--- src/rtl/muldiv_pkg.sv ---
// muldiv_pkg: shared op encodings, FSM states and counter sizing for muldiv_sequencer
package muldiv_pkg;
  localparam logic [1:0] OP_MULT  = 2'b00;
  localparam logic [1:0] OP_MULTU = 2'b01;
  localparam logic [1:0] OP_DIV   = 2'b10;
  localparam logic [1:0] OP_DIVU  = 2'b11;
  typedef enum logic [1:0] {S_IDLE, S_CALC, S_FIX} state_t;
  function automatic int cnt_width(input int w);
    return $clog2(w);
  endfunction
endpackage

--- src/rtl/muldiv_step.sv ---
// muldiv_step: one combinational shift-add (multiply) or restoring shift-subtract (divide) iteration; acc/opnd/div in, acc_nxt out; divide path present only with MULDIV_DIV_EN
module muldiv_step #(
  parameter int WIDTH = 32
) (
  input  logic [2*WIDTH-1:0] acc,
  input  logic [WIDTH-1:0]   opnd,
  input  logic               div,
  output logic [2*WIDTH-1:0] acc_nxt
);
  logic [WIDTH:0] sum;
  assign sum = {1'b0, acc[2*WIDTH-1:WIDTH]} + (acc[0] ? {1'b0, opnd} : '0);
`ifdef MULDIV_DIV_EN
  logic [WIDTH:0] diff;
  assign diff = {acc[2*WIDTH-1:WIDTH], acc[WIDTH-1]} - {1'b0, opnd};
  always_comb begin
    acc_nxt = !div ? {sum, acc[WIDTH-1:1]} :
              diff[WIDTH] ? {acc[2*WIDTH-2:0], 1'b0} :
              {diff[WIDTH-1:0], acc[WIDTH-2:0], 1'b1};
  end
`else
  logic unused_div;
  assign unused_div = div;
  always_comb begin
    acc_nxt = {sum, acc[WIDTH-1:1]};
  end
`endif
endmodule

--- src/rtl/muldiv_sequencer.sv ---
// muldiv_sequencer: iterative MULT/MULTU/DIV/DIVU unit owning HI/LO; ports clk, reset, start, op, a, b, rd_hilo -> busy, stall, done, div_zero, hi, lo; divide enabled by MULDIV_DIV_EN
module muldiv_sequencer
  import muldiv_pkg::*;
#(
  parameter int WIDTH = 32
) (
  input  logic             clk,
  input  logic             reset,
  input  logic             start,
  input  logic [1:0]       op,
  input  logic [WIDTH-1:0] a,
  input  logic [WIDTH-1:0] b,
  input  logic             rd_hilo,
  output logic             busy,
  output logic             stall,
  output logic             done,
  output logic             div_zero,
  output logic [WIDTH-1:0] hi,
  output logic [WIDTH-1:0] lo
);
  localparam int CW = cnt_width(WIDTH);
  state_t state, state_nxt, div_entry;
  logic [CW-1:0] cnt;
  logic [2*WIDTH-1:0] acc, acc_nxt, prod;
  logic [WIDTH-1:0] opnd, am, bm, fix_hi, fix_lo;
  logic sgn, is_div, div_r, neg_q, fix_dz, last;
  assign sgn    = op == OP_MULT || op == OP_DIV;
  assign is_div = op == OP_DIV || op == OP_DIVU;
  assign am     = (sgn && a[WIDTH-1]) ? -a : a;
  assign bm     = (sgn && b[WIDTH-1]) ? -b : b;
  assign last   = cnt == CW'(WIDTH - 1);
  assign busy   = state != S_IDLE;
  assign stall  = rd_hilo & busy;
  assign prod   = neg_q ? -acc : acc;
  muldiv_step #(.WIDTH(WIDTH)) u_step (
    .acc    (acc),
    .opnd   (opnd),
    .div    (div_r),
    .acc_nxt(acc_nxt)
  );
`ifdef MULDIV_DIV_EN
  logic neg_r, dz;
  always_ff @(posedge clk or posedge reset) begin
    if (reset) begin
      neg_r <= 1'b0;
      dz    <= 1'b0;
    end else if (state == S_IDLE && start) begin
      neg_r <= sgn & a[WIDTH-1];
      dz    <= is_div && b == '0;
    end
  end
  // A zero divisor leaves |a| in the remainder half, so the normal
  // dividend-sign correction already yields hi = a; only lo needs forcing.
  assign fix_hi    = div_r ? (neg_r ? -acc[2*WIDTH-1:WIDTH] : acc[2*WIDTH-1:WIDTH]) : prod[2*WIDTH-1:WIDTH];
  assign fix_lo    = div_r ? (dz ? '1 : neg_q ? -acc[WIDTH-1:0] : acc[WIDTH-1:0]) : prod[WIDTH-1:0];
  assign fix_dz    = dz;
  assign div_entry = S_CALC;
`else
  assign fix_hi    = div_r ? hi : prod[2*WIDTH-1:WIDTH];
  assign fix_lo    = div_r ? lo : prod[WIDTH-1:0];
  assign fix_dz    = 1'b0;
  assign div_entry = S_FIX;
`endif
  always_ff @(posedge clk or posedge reset) begin
    if (reset) state <= S_IDLE;
    else       state <= state_nxt;
  end
  always_comb begin
    state_nxt = state == S_IDLE ? (start ? (is_div ? div_entry : S_CALC) : S_IDLE) :
                state == S_CALC ? (last ? S_FIX : S_CALC) : S_IDLE;
  end
  always_ff @(posedge clk or posedge reset) begin
    if (reset) begin
      cnt      <= '0;
      acc      <= '0;
      opnd     <= '0;
      div_r    <= 1'b0;
      neg_q    <= 1'b0;
      hi       <= '0;
      lo       <= '0;
      done     <= 1'b0;
      div_zero <= 1'b0;
    end else begin
      done     <= state == S_FIX;
      div_zero <= state == S_FIX && fix_dz;
      if (state == S_IDLE && start) begin
        cnt   <= '0;
        div_r <= is_div;
        neg_q <= sgn & (a[WIDTH-1] ^ b[WIDTH-1]);
        acc   <= {{WIDTH{1'b0}}, is_div ? am : bm};
        opnd  <= is_div ? bm : am;
      end
      if (state == S_CALC) begin
        acc <= acc_nxt;
        cnt <= cnt + 1'b1;
      end
      if (state == S_FIX) begin
        hi <= fix_hi;
        lo <= fix_lo;
      end
    end
  end
endmodule
--- config.mk ---
export PLATFORM = sky130hd
export DESIGN_NAME = muldiv_sequencer
export DESIGN_NICKNAME = d
export VERILOG_FILES = /design/src/rtl/muldiv_pkg.sv /design/src/rtl/muldiv_step.sv /design/src/rtl/muldiv_sequencer.sv
export SDC_FILE = /design/constraint.sdc
export NUM_CORES = 1
export LEC_CHECK = 0
export ABC_AREA = 1
export BUFFER_PORTS_ARGS = -buffer_cell sky130_fd_sc_hd__buf_2
export CORE_ASPECT_RATIO = 1.4
export CORE_MARGIN = 5
export CORE_UTILIZATION = 55
export CTS_BUF_LIST = sky130_fd_sc_hd__clkbuf_8
export DETAILED_ROUTE_END_ITERATION = 10
export GPL_TIMING_DRIVEN = 0
export PLACE_DENSITY = 0.75
export SYNTH_ARGS = -nofsm -noshare
export SYNTH_HDL_FRONTEND = slang
export SYNTH_SLANG_ARGS = --single-unit
--- constraint.sdc ---
create_clock -name clk -period 5.87 [get_ports clk]
set_input_delay 0 -clock clk [delete_from_list [all_inputs] [get_ports clk]]
set_output_delay 0 -clock clk [all_outputs]
set_load 0.03 [all_outputs]
==> results of run 1 <==
-- registers in the layout, summed over array words and instances (netlist names) --
| name | flops |
|---|---|
| neg_q | 1 |
| div_r | 1 |
| done | 1 |
| state | 2 |
| cnt | 5 |
| lo | 32 |
| opnd | 32 |
| hi | 32 |
| acc | 64 |
-- cells by family after synthesis --
group                      Yosys count  share of synthesized area (%)
other                                1                         0.0277
adders and majority gates           38                           3.57
muxes                                1                         0.0740
buffers and inverters              312                           9.02
xor gates and xnor gates            70                           4.53
AOI/OAI and AO/OA                  206                           9.15
DFF                                170                           31.4
and+or+nand+nor                   1374                           42.2
-- layer usage --
layer | up-vias | part of all wire (%) | wire length, um
li1 | 7368 | - | -
met3 | 210 | 6.1 | 3110
met5 | - | 0 | 0
met2 | 737 | 48 | 24100
met1 | 7041 | 38 | 19300
met4 | 0 | 8.2 | 4140
-- power breakdown --
group / leakage (nW) / switching, mW / total [mW] / internal (mW)
Combinational: 6.12 / 2.79 / 4.25 / 1.47
Sequential: 2.17 / 0.655 / 2.33 / 1.68
Clock: 0.202 / 0.554 / 0.879 / 0.325
Total: 8.49 / 3.99 / 7.46 / 3.47
-- worst paths after layout --
check                      slack (ns)                  end  depth (start not counted)
max                              2.95  acc[47]$_DFFE_PP0P_                         17
min                             0.001  acc[30]$_DFFE_PP0P_                          5
max reg2reg                      2.95  acc[47]$_DFFE_PP0P_                         17
min reg2reg                      0.49   hi[19]$_DFFE_PP0P_                          2
max in group asynchronous        4.86  acc[49]$_DFFE_PP0P_                          4
min in group asynchronous        0.04   hi[20]$_DFFE_PP0P_                          3
-- area by class of cell --
type	count	area, sq um	share of cell area (%)
sequential	170	4250	26.6
timing repair buffer	233	1670	10.4
multi-input combinational	1690	8060	50.3
buffer	58	268	1.67
clock buffer	17	234	1.46
antenna	1	2.50	0.0156
inverter	254	961	6.00
tap	315	394	2.46
clock inverter	15	173	1.08
-- what timing repair did --
item	4_1_cts	5_1_grt
gates resized for setup	0	0
setup endpoints to repair	0	0
hold buffers	96	0
hold endpoints to repair	130	0
buffers inserted	0	0
-- through the flow --
step                      cells  instance area (sq um)
after floorplan            2172                  13500
after global placement     2623                  14600
after detailed placement   2624                  14600
after CTS                  2752                  16000
after global routing       2753                  16000
final                      2753                  16000
-- critical path: cells and delay by family, from the launching register on --
kind	cells	cell delay, ns
flip-flops	1	0.33
AND/OR/NAND/NOR	7	0.76
adder cells (fa/ha/maj)	2	0.57
buffers and inverters	6	0.83
AO/OA/AOI/OAI	2	0.29
-- placed cells by master, fill, tap and decap left out, drive strengths merged, types with 16 or more instances in the layout --
cell / netlist / routed
buf: 36 / 173
xnor2: 16 / 16
nor2: 281 / 281
a21oi: 39 / 39
ha: 37 / 37
dfrtp: 170 / 170
xor2: 54 / 54
inv: 254 / 262
o211ai: 18 / 18
a22oi: 31 / 31
clkbuf: 22 / 39
nand2: 852 / 852
dlygate4sd3: 0 / 96
nand3: 193 / 193
o21ai: 93 / 93
==> run metrics, run 1 <==
status=complete, no violations; grt ovf=0; GR Layer Usage met1=43.0%; critical-path maximum fanout=10; final core utilization=65.3%; iteration-0 DRC count of the detailed router=1320; Core Rows=68; CTS tree=done; layout net count=2532; max_cap viols=0; Slew Limit Fails=0; Sink Count=170; Place WS=3.02 ns; sequential-to-total area share from yosys stat=31.4%; top cells by area, synth=dfrtp_1, nand2_1, nor2_1; Synth top cells by count=nand2_1, nor2_1, inv_1; cell mode on critical path=nand2_1; Finish-stage setup viols=0; Layout area overhead=18.3%; met2 Track Usage GR=60.8%; cell taking the most area after synthesis=dfrtp_1; initial antenna violation count=1; Final Skew=0.0209 ns; top cell type's share of synthesized area=31.4%; Initial Utilization=55.2%; Yosys reg bits=170; Synth async-reset ratio=100%; filler instances=2319; r2r startpoint=acc[0]$_DFFE_PP0P_; Critical Path Slowest Stage Cell=fa_1; CTS Buf Count=17; pwr dens=466 nW/um^2; final worst setup slack=2.95 ns; Post-synth EDFFs=0; Fin. Hold Viols=0; Syn Inst Count=2172; maximum VDD drop=0.000407 V; Avg Inst Size Synth=6.23 sq um; Vias/cell=5.58; HPWL after DPL=40.1 mm; via count=15356; Die Span X=143 um; most frequent cell after synthesis=nand2_1; Core Area=24500 sq um; GR Util met3=4.95%; CP required=6.25 ns; worst hold margin=0.00130 ns; CP endpoint kind=register; gr usage total=36.3%; total power draw=7.46 mW; layout cells sized above 1=10.8%; slowest stage delay, CP=0.40 ns; Hold Crit Class=in -> reg; worst path cell trace=buf_2 > clkbuf_1 > nand2_1 > inv_1 > ha_1 > inv_1 > fa_1 > inv_1 > nand3_1 > nand3_1 > nand2_1 > nand2_1 > inv_1 > o21ai_0 > nand2_1 > nand2_1 > o21ai_0; Die ar.=27900 sq um; LEAKAGE=8.49 nW; Worst-Margin Slew=0.733 ns; final worst path period share=49.8%; fmax=342 MHz; Slew HR=51.1%; Post-Syn Nets=2280; global-route wire length before repair=78.8 mm; gr busiest metal=met2; Worst Setup SP=acc[0]$_DFFE_PP0P_; worst skew pair latency=0.51 ns; post-route ant nets=0; Reg clk slew, reported paths=0.11 ns; TNS Setup=0 ns; HP Start=a[30]; CP arrival=3.30 ns; WS Path Type=reg -> reg; Placer Congestion=0.997; drt wl/cell=18.4 um; drt drc=0; Clock Tree Buf Depth=2; port bufs=136; Routed WL=50.7 mm; DRT Pass-1 Iters=5; Final min period=2.92 ns; number of primary I/O pins=138; unique cell type count in the Yosys netlist=47; Ys Warns=0; Critical Path Source Type=register; number of global-route vias before repair=14882; largest net degree at the start of global routing=107; Die H=196 um; root buffer cell=clkbuf_8; H-tree levels=4; unrepaired setup endpoints after global routing=no; main flop type after synthesis=dfrtp_1; post-synthesis cell area=13500 sq um
Power figures use the tool's default switching activity.
==> run 2: changes to the inputs <==
Settings changed: PLACE_DENSITY 0.75 to 0.78.
Clock period 5.87 ns to 2.5 ns, I/O delays scaled along.
==> run 2 against run 1 <==
Hold slack improved by 0.017 ns. Routed wire length is 0.56% higher. Sequential cell count stayed put. Maximum frequency rose by 19%. Power rose by 140%. Critical path type unchanged.
==> run metrics, run 2 (synthesis results as in run 1) <==
CP endpoint kind=register; root buffer cell=clkbuf_8; maximum VDD drop=0.000856 V; unrepaired setup endpoints after global routing=yes; WL met3=3.37 mm; FF-to-FF setup slack=0.04 ns; Slew HR=40.9%; grt ovf=0; fmax=407 MHz; Highest Signal Layer=met4; DRT Pass-1 Iters=7; CP required=2.93 ns; max reg flops=64; Routed WL=51.0 mm; most common cell after layout, fill and taps aside=nand2_1; H-tree levels=4; port bufs=136; n_diodes=0; Die H=196 um; LEAKAGE=8.56 nW; Finish-stage setup viols=0; Final Skew=0.0222 ns; layout cells sized above 1=12.7%; total power draw=17.8 mW; critical-path maximum fanout=10; commonest non-fill, non-tap cells in the layout=nand2_1, nor2_1, inv_1; Slew Limit Fails=0; Biggest register=acc; post-route ant nets=0; status=complete, no violations; TNS Setup=0 ns; Core Area=24500 sq um; Critical Path Source Type=register; Core Rows=68; largest net degree at the start of global routing=45; Clock Tree Buf Depth=2; WL met1=19.0 mm; initial antenna violation count=0; Final min period=2.46 ns; drt wl/cell=18.5 um; WS Path Type=reg -> reg; max_cap viols=0; iteration-0 DRC count of the detailed router=1311; number of global-route vias before repair=14904; Die Span X=143 um; Die ar.=27900 sq um; Sink Count=170; Initial Utilization=55.2%; Worst-Margin Slew=0.886 ns; CP arrival=2.89 ns; pwr dens=1100 nW/um^2; CTS tree=done; filler instances=2346; Vias/cell=5.57; worst skew pair latency=0.51 ns; drt drc=0; Reg clk slew, reported paths=0.11 ns; Hold Crit Class=in -> reg; global-route wire length before repair=79.4 mm; metal2 WL=24.8 mm; HPWL after DPL=40.8 mm; CTS Buf Count=17; via count=15334; gr usage total=36.4%; final worst path period share=98.3%; number of primary I/O pins=138; layout net count=2533; Placer Congestion=1.04; Layout area overhead=20.2%; Fin. Hold Viols=0
run 2: cell count changes in the layout (fill, tap and decap cells not counted), sizes merged:
cell         delta
inv             -3
buf             +5
diode           -1
bufinv          +2
dlygate4sd3     -3
run 2: per-layer routing:
layer | global-route usage (%) | vias to the layer above
met5 | 0 | -
met4 | 22.8 | 0
li1 | - | 7369
met1 | 42.8 | 7014
met3 | 5.17 | 203
met2 | 61.7 | 748
run 2: worst max-delay path: stages, from the launching register on:
cell	delay, ns
dfrtp_1	0.44
nor2_2	0.09
nand2_2	0.27
inv_2	0.11
nor2_4	0.33
buf_2	0.34
a22oi_1	0.11
o211ai_1	0.11
dlygate4sd3_1	0.58
run 2: report_power, final:
group          internal, mW  leakage, nW  total [mW]  switching (mW)
clock network         0.975        0.224        2.21            1.24
registers              3.94         2.17        5.45            1.51
logic                  3.54         6.17        10.2            6.64
total                  8.45         8.56        17.8            9.39
run 2: final timing paths:
check,start,cells past startpoint,endpoint
max in group asynchronous,reset,5,acc[21]$_DFFE_PP0P_
min in group asynchronous,reset,3,hi[18]$_DFFE_PP0P_
hold reg to reg,hi[14]$_DFFE_PP0P_,2,hi[14]$_DFFE_PP0P_
hold / removal,b[10],5,acc[10]$_DFFE_PP0P_
setup / recovery,state[1]$_DFF_PP0_,8,acc[16]$_DFFE_PP0P_
setup reg to reg,state[1]$_DFF_PP0_,8,acc[16]$_DFFE_PP0P_
run 2: area by class of cell:
| type | instances | area, sq um | share of cell area, % |
|---|---|---|---|
| plain buffers | 58 | 297 | 1.82 |
| clock buffers | 18 | 248 | 1.52 |
| clock inverters | 14 | 200 | 1.23 |
| inverters | 254 | 957 | 5.89 |
| multi-input cells | 1690 | 8210 | 50.5 |
| flip-flops and latches | 170 | 4250 | 26.2 |
| well taps | 315 | 394 | 2.42 |
| repair buffers | 234 | 1700 | 10.4 |
run 2: timing repair:
action	in CTS	in global routing
setup endpoints to repair	25	39
resized for setup	7	55
hold endpoints to repair	156	0
hold buffers	93	0
pin swaps	0	1
buffers inserted	0	1
run 2: through the flow:
stage               hold slack, ns  utilization, %  std cells  cell area, sq um  setup slack (ns)
global route                0.0234            66.4       2753             16300           -0.0402
floorplan                    0.148               -       2172             13500             0.178
global placement             0.283            59.6       2623             14600            -0.707
CTS                        0.00458            65.7       2752             16100          -0.00172
detailed placement          0.0713            60.0       2627             14700            -0.348
finish                      0.0187            66.4       2753             16300            0.0417
